==> config.mk <==
export PLATFORM = sky130hd
export DESIGN_NAME = dram_port_arbiter
export DESIGN_NICKNAME = d
export VERILOG_FILES = /design/src/rtl/dram_if_pkg.sv /design/src/rtl/dram_rd_credit.sv /design/src/rtl/dram_port_arbiter.sv
export SDC_FILE = /design/constraint.sdc
export NUM_CORES = 1
export LEC_CHECK = 0
export ABC_AREA = 0
export CORE_AREA = 4 4 235 237
export DETAILED_ROUTE_END_ITERATION = 8
export DIE_AREA = 0 0 239 241
export GPL_TIMING_DRIVEN = 0
export MAX_ROUTING_LAYER = met4
export PLACE_DENSITY = 0.47
export SKIP_CTS_REPAIR_TIMING = 1
export SLEW_MARGIN = 20
export SYNTH_ARGS = -nofsm -noshare
export SYNTH_HDL_FRONTEND = slang
export SYNTH_HIERARCHICAL = 1
export SYNTH_SLANG_ARGS = --single-unit
==> constraint.sdc <==
create_clock -name clk -period 5.2 [get_ports clk]
set_input_delay 0.52 -clock clk [delete_from_list [all_inputs] [get_ports clk]]
set_output_delay 0.52 -clock clk [all_outputs]
set_load 0.03 [all_outputs]
==> src/rtl/dram_if_pkg.sv <==
// Purpose: shared DRAM user-port definitions (data/address widths, arbiter FSM encoding).
// Latency: n/a (types and constants only).
// Backpressure: n/a.
package dram_if_pkg;

  // Defaults shared with the sample packer and the readback engine.
  localparam int MEM_IF_WIDTH = 128;
  localparam int ADX_WIDTH    = 27;

  typedef enum logic [1:0] {
    IDLE = 2'd0,
    WR   = 2'd1,
    RD   = 2'd2
  } arb_state_e;

endpackage

==> src/rtl/dram_rd_credit.sv <==
// Purpose: up/down saturating in-flight counter with full flag and sticky underflow error.
// Latency: count/err update on the edge after inc/dec; full is combinational from count.
// Backpressure: none; the owner must stop issuing inc while full.
// Ports: clk, resetn (sync, active-low); inc/dec strobes; count, full, err outputs.
module dram_rd_credit #(
  parameter int MAX_COUNT = 8,
  parameter int CNT_WIDTH = $clog2(MAX_COUNT + 1)
) (
  input  logic                 clk,
  input  logic                 resetn,
  input  logic                 inc,
  input  logic                 dec,
  output logic [CNT_WIDTH-1:0] count,
  output logic                 full,
  output logic                 err
);

  localparam logic [CNT_WIDTH-1:0] MAX_C = CNT_WIDTH'(MAX_COUNT);

  always_ff @(posedge clk) begin
    if (!resetn) begin
      count <= '0;
      err   <= 1'b0;
    end else begin
      // A return with nothing in flight is flagged; the count must not wrap.
      if (dec && (count == '0)) err <= 1'b1;
      // Simultaneous inc and dec cancel out.
      if (inc && !dec) begin
        if (count != MAX_C) count <= count + 1'b1;
      end else if (dec && !inc) begin
        if (count != '0) count <= count - 1'b1;
      end
    end
  end

  assign full = (count == MAX_C);

endmodule

==> src/rtl/dram_port_arbiter.sv <==
// Purpose: shares the DRAM command port between capture writes (priority) and host reads.
// Latency: request sampled in IDLE -> command valid next cycle -> ack in first cycle with rdy.
// Backpressure: command held stable while mem_cmd_rdy=0; reads gated by in-flight credit.
// Ports: write req/adx/data/ack; read req/adx/ack; read return data/valid/outstanding/err;
//        memory command en/wr/adx/wdata/rdy; memory read return valid/data.
module dram_port_arbiter
  import dram_if_pkg::*;
#(
  parameter int MEM_IF_WIDTH    = dram_if_pkg::MEM_IF_WIDTH,
  parameter int ADX_WIDTH       = dram_if_pkg::ADX_WIDTH,
  parameter int STARVE_LIMIT    = 4,
  parameter int MAX_OUTSTANDING = 8,
  localparam int CNT_WIDTH      = $clog2(MAX_OUTSTANDING + 1)
) (
  input  logic                    clk,
  input  logic                    resetn,
  input  logic                    wr_req,
  input  logic [ADX_WIDTH-1:0]    wr_adx,
  input  logic [MEM_IF_WIDTH-1:0] wr_data,
  output logic                    wr_ack,
  input  logic                    rd_req,
  input  logic [ADX_WIDTH-1:0]    rd_adx,
  output logic                    rd_ack,
  output logic                    rd_data_valid,
  output logic [MEM_IF_WIDTH-1:0] rd_data,
  output logic [CNT_WIDTH-1:0]    rd_outstanding,
  output logic                    rd_err,
  output logic                    mem_cmd_en,
  output logic                    mem_cmd_wr,
  output logic [ADX_WIDTH-1:0]    mem_adx,
  output logic [MEM_IF_WIDTH-1:0] mem_wdata,
  input  logic                    mem_cmd_rdy,
  input  logic                    mem_rd_valid,
  input  logic [MEM_IF_WIDTH-1:0] mem_rd_data
);

  localparam int SW = $clog2(STARVE_LIMIT + 1);
  localparam logic [SW-1:0] STARVE_MAX = SW'(STARVE_LIMIT);

  arb_state_e state_q, state_d;
  logic [SW-1:0] starve_q;
  logic          rd_full;
  logic          rd_elig;
  logic          grant_wr;
  logic          grant_rd;

  assign rd_elig = rd_req && !rd_full;

  always_comb begin
    state_d  = state_q;
    grant_wr = 1'b0;
    grant_rd = 1'b0;
    wr_ack   = 1'b0;
    rd_ack   = 1'b0;
    case (state_q)
      IDLE: begin
        // Writes win unless a pending read has been passed over STARVE_LIMIT times.
        if (wr_req && rd_elig && (starve_q == STARVE_MAX)) begin
          grant_rd = 1'b1;
          state_d  = RD;
        end else if (wr_req) begin
          grant_wr = 1'b1;
          state_d  = WR;
        end else if (rd_elig) begin
          grant_rd = 1'b1;
          state_d  = RD;
        end
      end
      WR: begin
        if (mem_cmd_rdy) begin
          wr_ack  = 1'b1;
          state_d = IDLE;
        end
      end
      RD: begin
        if (mem_cmd_rdy) begin
          rd_ack  = 1'b1;
          state_d = IDLE;
        end
      end
      default: state_d = IDLE;
    endcase
  end

  assign mem_cmd_en = (state_q != IDLE);

  always_ff @(posedge clk) begin
    if (!resetn) begin
      state_q       <= IDLE;
      starve_q      <= '0;
      mem_cmd_wr    <= 1'b0;
      mem_adx       <= '0;
      mem_wdata     <= '0;
      rd_data_valid <= 1'b0;
      rd_data       <= '0;
    end else begin
      state_q <= state_d;

      if (!rd_req || grant_rd) begin
        starve_q <= '0;
      end else if (grant_wr && (starve_q != STARVE_MAX)) begin
        starve_q <= starve_q + 1'b1;
      end

      // Command is captured once at grant so it stays stable under backpressure.
      if (grant_wr) begin
        mem_cmd_wr <= 1'b1;
        mem_adx    <= wr_adx;
        mem_wdata  <= wr_data;
      end else if (grant_rd) begin
        mem_cmd_wr <= 1'b0;
        mem_adx    <= rd_adx;
      end

      rd_data_valid <= mem_rd_valid;
      if (mem_rd_valid) rd_data <= mem_rd_data;
    end
  end

  dram_rd_credit #(
    .MAX_COUNT (MAX_OUTSTANDING),
    .CNT_WIDTH (CNT_WIDTH)
  ) u_rd_credit (
    .clk    (clk),
    .resetn (resetn),
    .inc    (rd_ack),
    .dec    (mem_rd_valid),
    .count  (rd_outstanding),
    .full   (rd_full),
    .err    (rd_err)
  );

endmodule

**After elaboration in Yosys (flattened, before gate mapping)**

Index checks and enable logic that the tools add are counted.

- Flip-flop bits (word level): 295
- Input bits: 316
- RAM bits: 0
- Output and inout bits: 293
- Logic and storage cells: 68
- Bits in latches: 0
- Memory bits (read-only): 0
- Memories: 0

- Multiplexer cells: 23
- Magnitude comparators: 0
- Equal/unequal tests: 9
- Divide/modulo/power cells: 0
- Add/subtract/negate cells: 3
- Bitwise gates (word level): 1
- Shifts and indexed selects: 0
- Multipliers: 0
- Reduce and logical (&&, ||, !) cells: 23

Operators with widths:

| cell | count |
|---|---|
| 27-bit two-way mux | 2 |
| 4-bit two-way mux | 4 |
| 1-bit two-way mux | 12 |
| 2-bit two-way mux | 4 |
| 4-bit != test (second input constant) | 2 |
| 2-bit nonzero test | 4 |
| 1-bit logical AND | 7 |
| 4-bit by 1-bit adder with 4-bit output (second input constant) | 1 |
| 4-bit equality test (second input constant) | 1 |
| 1-bit zero test | 4 |
| 4-bit zero test | 1 |
| 2-bit case mux with 2 select lines | 1 |
| 4-bit nonzero test | 1 |
| 2-bit OR reduction | 2 |
| 4-bit by 1-bit subtractor with 4-bit output (second input constant) | 1 |
| 3-bit by 1-bit adder with 3-bit output (second input constant) | 1 |
| 3-bit equality test (second input constant) | 1 |
| 3-bit != test (second input constant) | 1 |
| 3-bit AND reduction | 1 |
| 2-bit by 1-bit equality test with 1-bit output (second input constant) | 1 |
| 2-bit equality test (second input constant) | 1 |
| 2-bit zero test | 1 |
| 2-bit by 1-bit != test with 1-bit output (second input constant) | 1 |
| 2-bit != test (second input constant) | 1 |
| other kinds (3) | 3 |

**Depth between registers and ports, before layout**

- Depth in word-level cells: 9
- Gate-level depth with buffers: 10
- Gate-level depth less buffers: 10

**Hierarchy**

The synthesis kept the hierarchy.

Modules (own cells, without submodules):

| module | area an instance (µm²) | sequential area each (µm²) | times used | cells each |
|---|---|---|---|---|
| dram_port_arbiter | 11284.6 | 5805.6 | 1 | 1163 |
| dram_rd_credit | 339.1 | 100.1 | 1 | 39 |

**Worst setup path before layout**

Ideal clock, no wire load.

- Path type: input-to-reg
- From: input port mem_cmd_rdy
- To: register u_rd_credit.count[3]
- Data required time: 5.118 ns
- Stages: 8
- Buffers on the path: 0
- Setup slack: 2.938 ns
- Arrival: 2.180 ns
- Library setup time: 0.082 ns
- Cells stage by stage: and2_1 -> ha_1 -> inv_1 -> ha_1 -> nand3_1 -> a2111oi_0 -> o21ai_1 -> o2111ai_1

- Word-level cells in the longest chain between the ends: 6
- Elaborated cells on any way between the ends: 10
- Classes of those cells: eq/ne: 1; mux: 3; reduce/logical: 6

RTL lines:

| item | RTL line | source |
|---|---|---|
| start: declaration | dram_port_arbiter.sv:32 | `input logic mem_cmd_rdy,` |
| 1-bit two-way mux (*) | dram_port_arbiter.sv:76 | `if (mem_cmd_rdy) begin` |
| 1-bit two-way mux (*) | dram_port_arbiter.sv:55 | `case (state_q)` |
| 1-bit zero test | dram_rd_credit.sv:30 | `end else if (dec && !inc) begin` |
| 1-bit logical AND | dram_rd_credit.sv:30 |  |
| 2-bit nonzero test (no source line) | - |  |
| 3-bit AND reduction (no source line) | - |  |
| end signal: assignment | dram_rd_credit.sv:29 | `if (count != MAX_C) count <= count + 1'b1;` |
| end signal: assignment | dram_rd_credit.sv:31 | `if (count != '0) count <= count - 1'b1;` |
| end: declaration | dram_rd_credit.sv:13 | `output logic [CNT_WIDTH-1:0] count,` |

Every way passes the cells marked *; elsewhere a longest branch is shown, timed or not.
A chain may end at the register's enable or synchronous reset.

==> results.sh <==
export IMPL_dpl_worst_slack_ns=1.67
export IMPL_worst_setup_path_start_kind="input pin"
export IMPL_p_switching_mw=2.19
export IMPL_start_util_pct=21.8
export IMPL_root_buffer="clkbuf_16"
export IMPL_grt_usage_pct=17.2
export IMPL_cpMaxStageDelayCell="clkbuf_1"
export IMPL_worst_setup_path_type="input pin to register"
export IMPL_vdd_ir_drop_max_v=0.000189
export IMPL_rsz0062_at_grt="false"
export IMPL_syn_area_um2=11600
export IMPL_drc_errors=0
export IMPL_grt_pass1_vias=11000
export IMPL_hold_viol_final=0
export IMPL_fin_nets=2175
export IMPL_gp_congestion=0.818
export IMPL_synthArstFlopShare_pct=0
export IMPL_synth_nets=1527
export IMPL_fin_worst_skew_ns=0.0104
export IMPL_netlist_area_leader_share_pct=50.8
export IMPL_port_buffers=608
export IMPL_synth_seq_area_share_pct=50.8
export IMPL_hold_path_class="register to register"
export IMPL_die_area_um2=57600
export IMPL_io_pins=609
export IMPL_drt_iter0_markers=279
export IMPL_critPathMaxFanout=10
export IMPL_yosys_warnings=6
export IMPL_fin_ws_ns=2.26
export IMPL_synth_avg_cell_area_um2=9.67
export IMPL_power_frac_comb_pct=26.6
export IMPL_ant_nets=0
export IMPL_swShare_pct=30.6
export IMPL_vias=10800
export IMPL_hold_slack_ns=0.452
export IMPL_die_x_um=239
export IMPL_status="completed"
export IMPL_p_clk_share_pct=37.2
export IMPL_finalPower_mw=7.15
export IMPL_fp_row_count=85
export IMPL_worst_endpoint_arrival_ns=3.40
export IMPL_intPower_mw=4.96
export IMPL_required_ns=5.66
export IMPL_rrSetupSlack_ns=2.72
export IMPL_synth_edf_count=0
export IMPL_antenna_found_initial=13
export IMPL_slew_headroom_pct=27.9
export IMPL_wl_per_cell_um=19.8
export IMPL_core_area_um2=53300
export IMPL_critPathCaptureType="register"
export IMPL_placed_cell_area_um2=18600
export IMPL_slew_violations=0
export IMPL_hpwl_um=40800
export IMPL_drt_total_wl_um=51300
export IMPL_finalCritPeriodShare_pct=56.6
export IMPL_numCtsBuffers=38
export IMPL_power_density_nw_per_um2=359
export IMPL_p_leak_nw=7.65
export IMPL_power_frac_seq_pct=36.2
export IMPL_cts_clk_slew_worst_paths_ns=0.06
export IMPL_overflow=0
export IMPL_drive_gt1_share_pct=8.20
export IMPL_synthCells=1202
export IMPL_path_common_cell="clkbuf_1"
export IMPL_area_delta_synth_final_pct=71.0
export IMPL_viasPerCell=4.18
export IMPL_drt_pass1_iterations=6
export IMPL_synth_common_cells="dfxtp_1 (295), nand2_1 (289), mux2i_1 (131), nor2b_1 (131), a21boi_1 (128)"
export IMPL_cts_max_level=2
export IMPL_yosys_most_used_dff="dfxtp_1"
export IMPL_synth_seq_cells=295
export IMPL_synth_top_cell_by_area="dfxtp_1"
export IMPL_synth_cell_type_count=39
export IMPL_grt_pass1_wl_um=72100
export IMPL_yosysMostFrequentCell="dfxtp_1"
export IMPL_cts_tree="built"
export IMPL_synth_area_leaders="dfxtp_1 (51%), mux2i_1 (11%), nand2_1 (9.3%)"
export IMPL_die_h_um=241
export IMPL_worstMarginPinSlew_ns=1.08
export IMPL_max_freq_mhz=340
export IMPL_clockBufferDepth=3
export IMPL_cpPeakStageDelay_ns=0.87
export IMPL_fin_setup_tns_ns=0
export IMPL_crit_chain="clkdlybuf4s50_1 > buf_2 > clkbuf_1 > clkbuf_1 > o21ai_1 > a21oi_1"
export IMPL_grt_max_degree=12
export IMPL_max_cap_viol_count=0
export IMPL_insertion_delay_ns=0.54
export IMPL_setup_viol=0
export IMPL_design_area_um2=19900
export IMPL_fin_crit_ns=2.94
export IMPL_clock_sinks=295
-- critical path, delay by kind of cell --
family / cells / cell delay [ns]
buf+inv: 4 / 2.37
compound gates: 2 / 0.49
-- registers in the layout (all words and copies together) (netlist names) --
name	count
mem_adx	27
mem_cmd_wr	1
mem_wdata	128
rd_data	128
rd_data_valid	1
starve_q	3
state_q	2
u_rd_credit/count	4
u_rd_credit/err	1
-- power groups by stage --
stage	logic (mW)	registers, mW	clock network (mW)
5_1_grt	2.03	2.61	2.85
4_1_cts	1.93	2.59	2.76
3_5_place_dp	1.92	2.64	0
3_3_place_gp	1.92	2.63	0
2_1_floorplan	0.638	3.01	0
6_report	1.90	2.59	2.66
-- metal layers --
layer | track usage (%) | part of all wire [%]
met1 | 18.8 | 39
met2 | 28.3 | 48
met3 | 7.78 | 10
met4 | 5.28 | 2.8
met5 | - | 0
-- path summary, 6_finish.rpt --
kind	start	endpoint	cells past startpoint
min	mem_wdata[89]$_SDFFE_PN0P_	mem_wdata[89]$_SDFFE_PN0P_	2
min reg2reg	mem_wdata[89]$_SDFFE_PN0P_	mem_wdata[89]$_SDFFE_PN0P_	2
max reg2reg	u_rd_credit/count[0]$_SDFFE_PN0P_	mem_adx[5]$_SDFFE_PN0P_	8
max	resetn	mem_adx[0]$_SDFFE_PN0P_	6
-- metrics by stage --
step	util, %	std cells
2_1_floorplan	-	1202
3_3_place_gp	34.9	2506
3_5_place_dp	34.9	2506
4_1_cts	37.3	2573
5_1_grt	37.3	2586
6_report	37.3	2586
-- placed cells by master (no fill, tap or decap), drive strengths merged --
| cell type | n |
|---|---|
| a21oi | 59 |
| clkdlybuf4s50 | 608 |
| nand2b | 1 |
| diode | 13 |
| ha | 8 |
| fa | 1 |
| inv | 9 |
| clkbuf | 98 |
| bufinv | 1 |
| buf | 51 |
| a211oi | 1 |
| and4 | 1 |
| a21boi | 128 |
| nand3 | 4 |
| and2b | 1 |
| nor2b | 131 |
| a22oi | 1 |
| and2 | 4 |
| nand2 | 289 |
| nor3 | 2 |
| o2111ai | 1 |
| a31o | 1 |
| xor2 | 1 |
| a31oi | 2 |
| clkinv | 4 |
| o21ai | 28 |
| a21bo | 1 |
| nor2 | 7 |
| xnor2 | 3 |
| and3 | 1 |
| nand4 | 2 |
| o31ai | 1 |
| dfxtp | 295 |
| mux2i | 131 |
| a2111oi | 1 |
-- layout make-up --
| cell class | instances | area, µm² |
|---|---|---|
| buffer | 87 | 539 |
| clock buffer | 62 | 1210 |
| fill | 5435 | 33400 |
| timing repair buffer | 608 | 6090 |
| multi-input combinational | 811 | 5140 |
| antenna | 13 | 32.5 |
| tap | 696 | 871 |
| clock inverter | 5 | 53.8 |
| sequential | 295 | 5910 |
| inverter | 9 | 33.8 |
-- logic make-up after synthesis --
family	count (synthesis)	synth area share (%)
AOI/OAI and AO/OA	224	14.2
muxes	131	11.3
buffers and inverters	96	4.93
and+or+nand+nor	443	17.5
DFF	295	50.8
xor gates and xnor gates	4	0.301
adders and majority gates	9	1.03
Power figures use the tool's default switching activity.
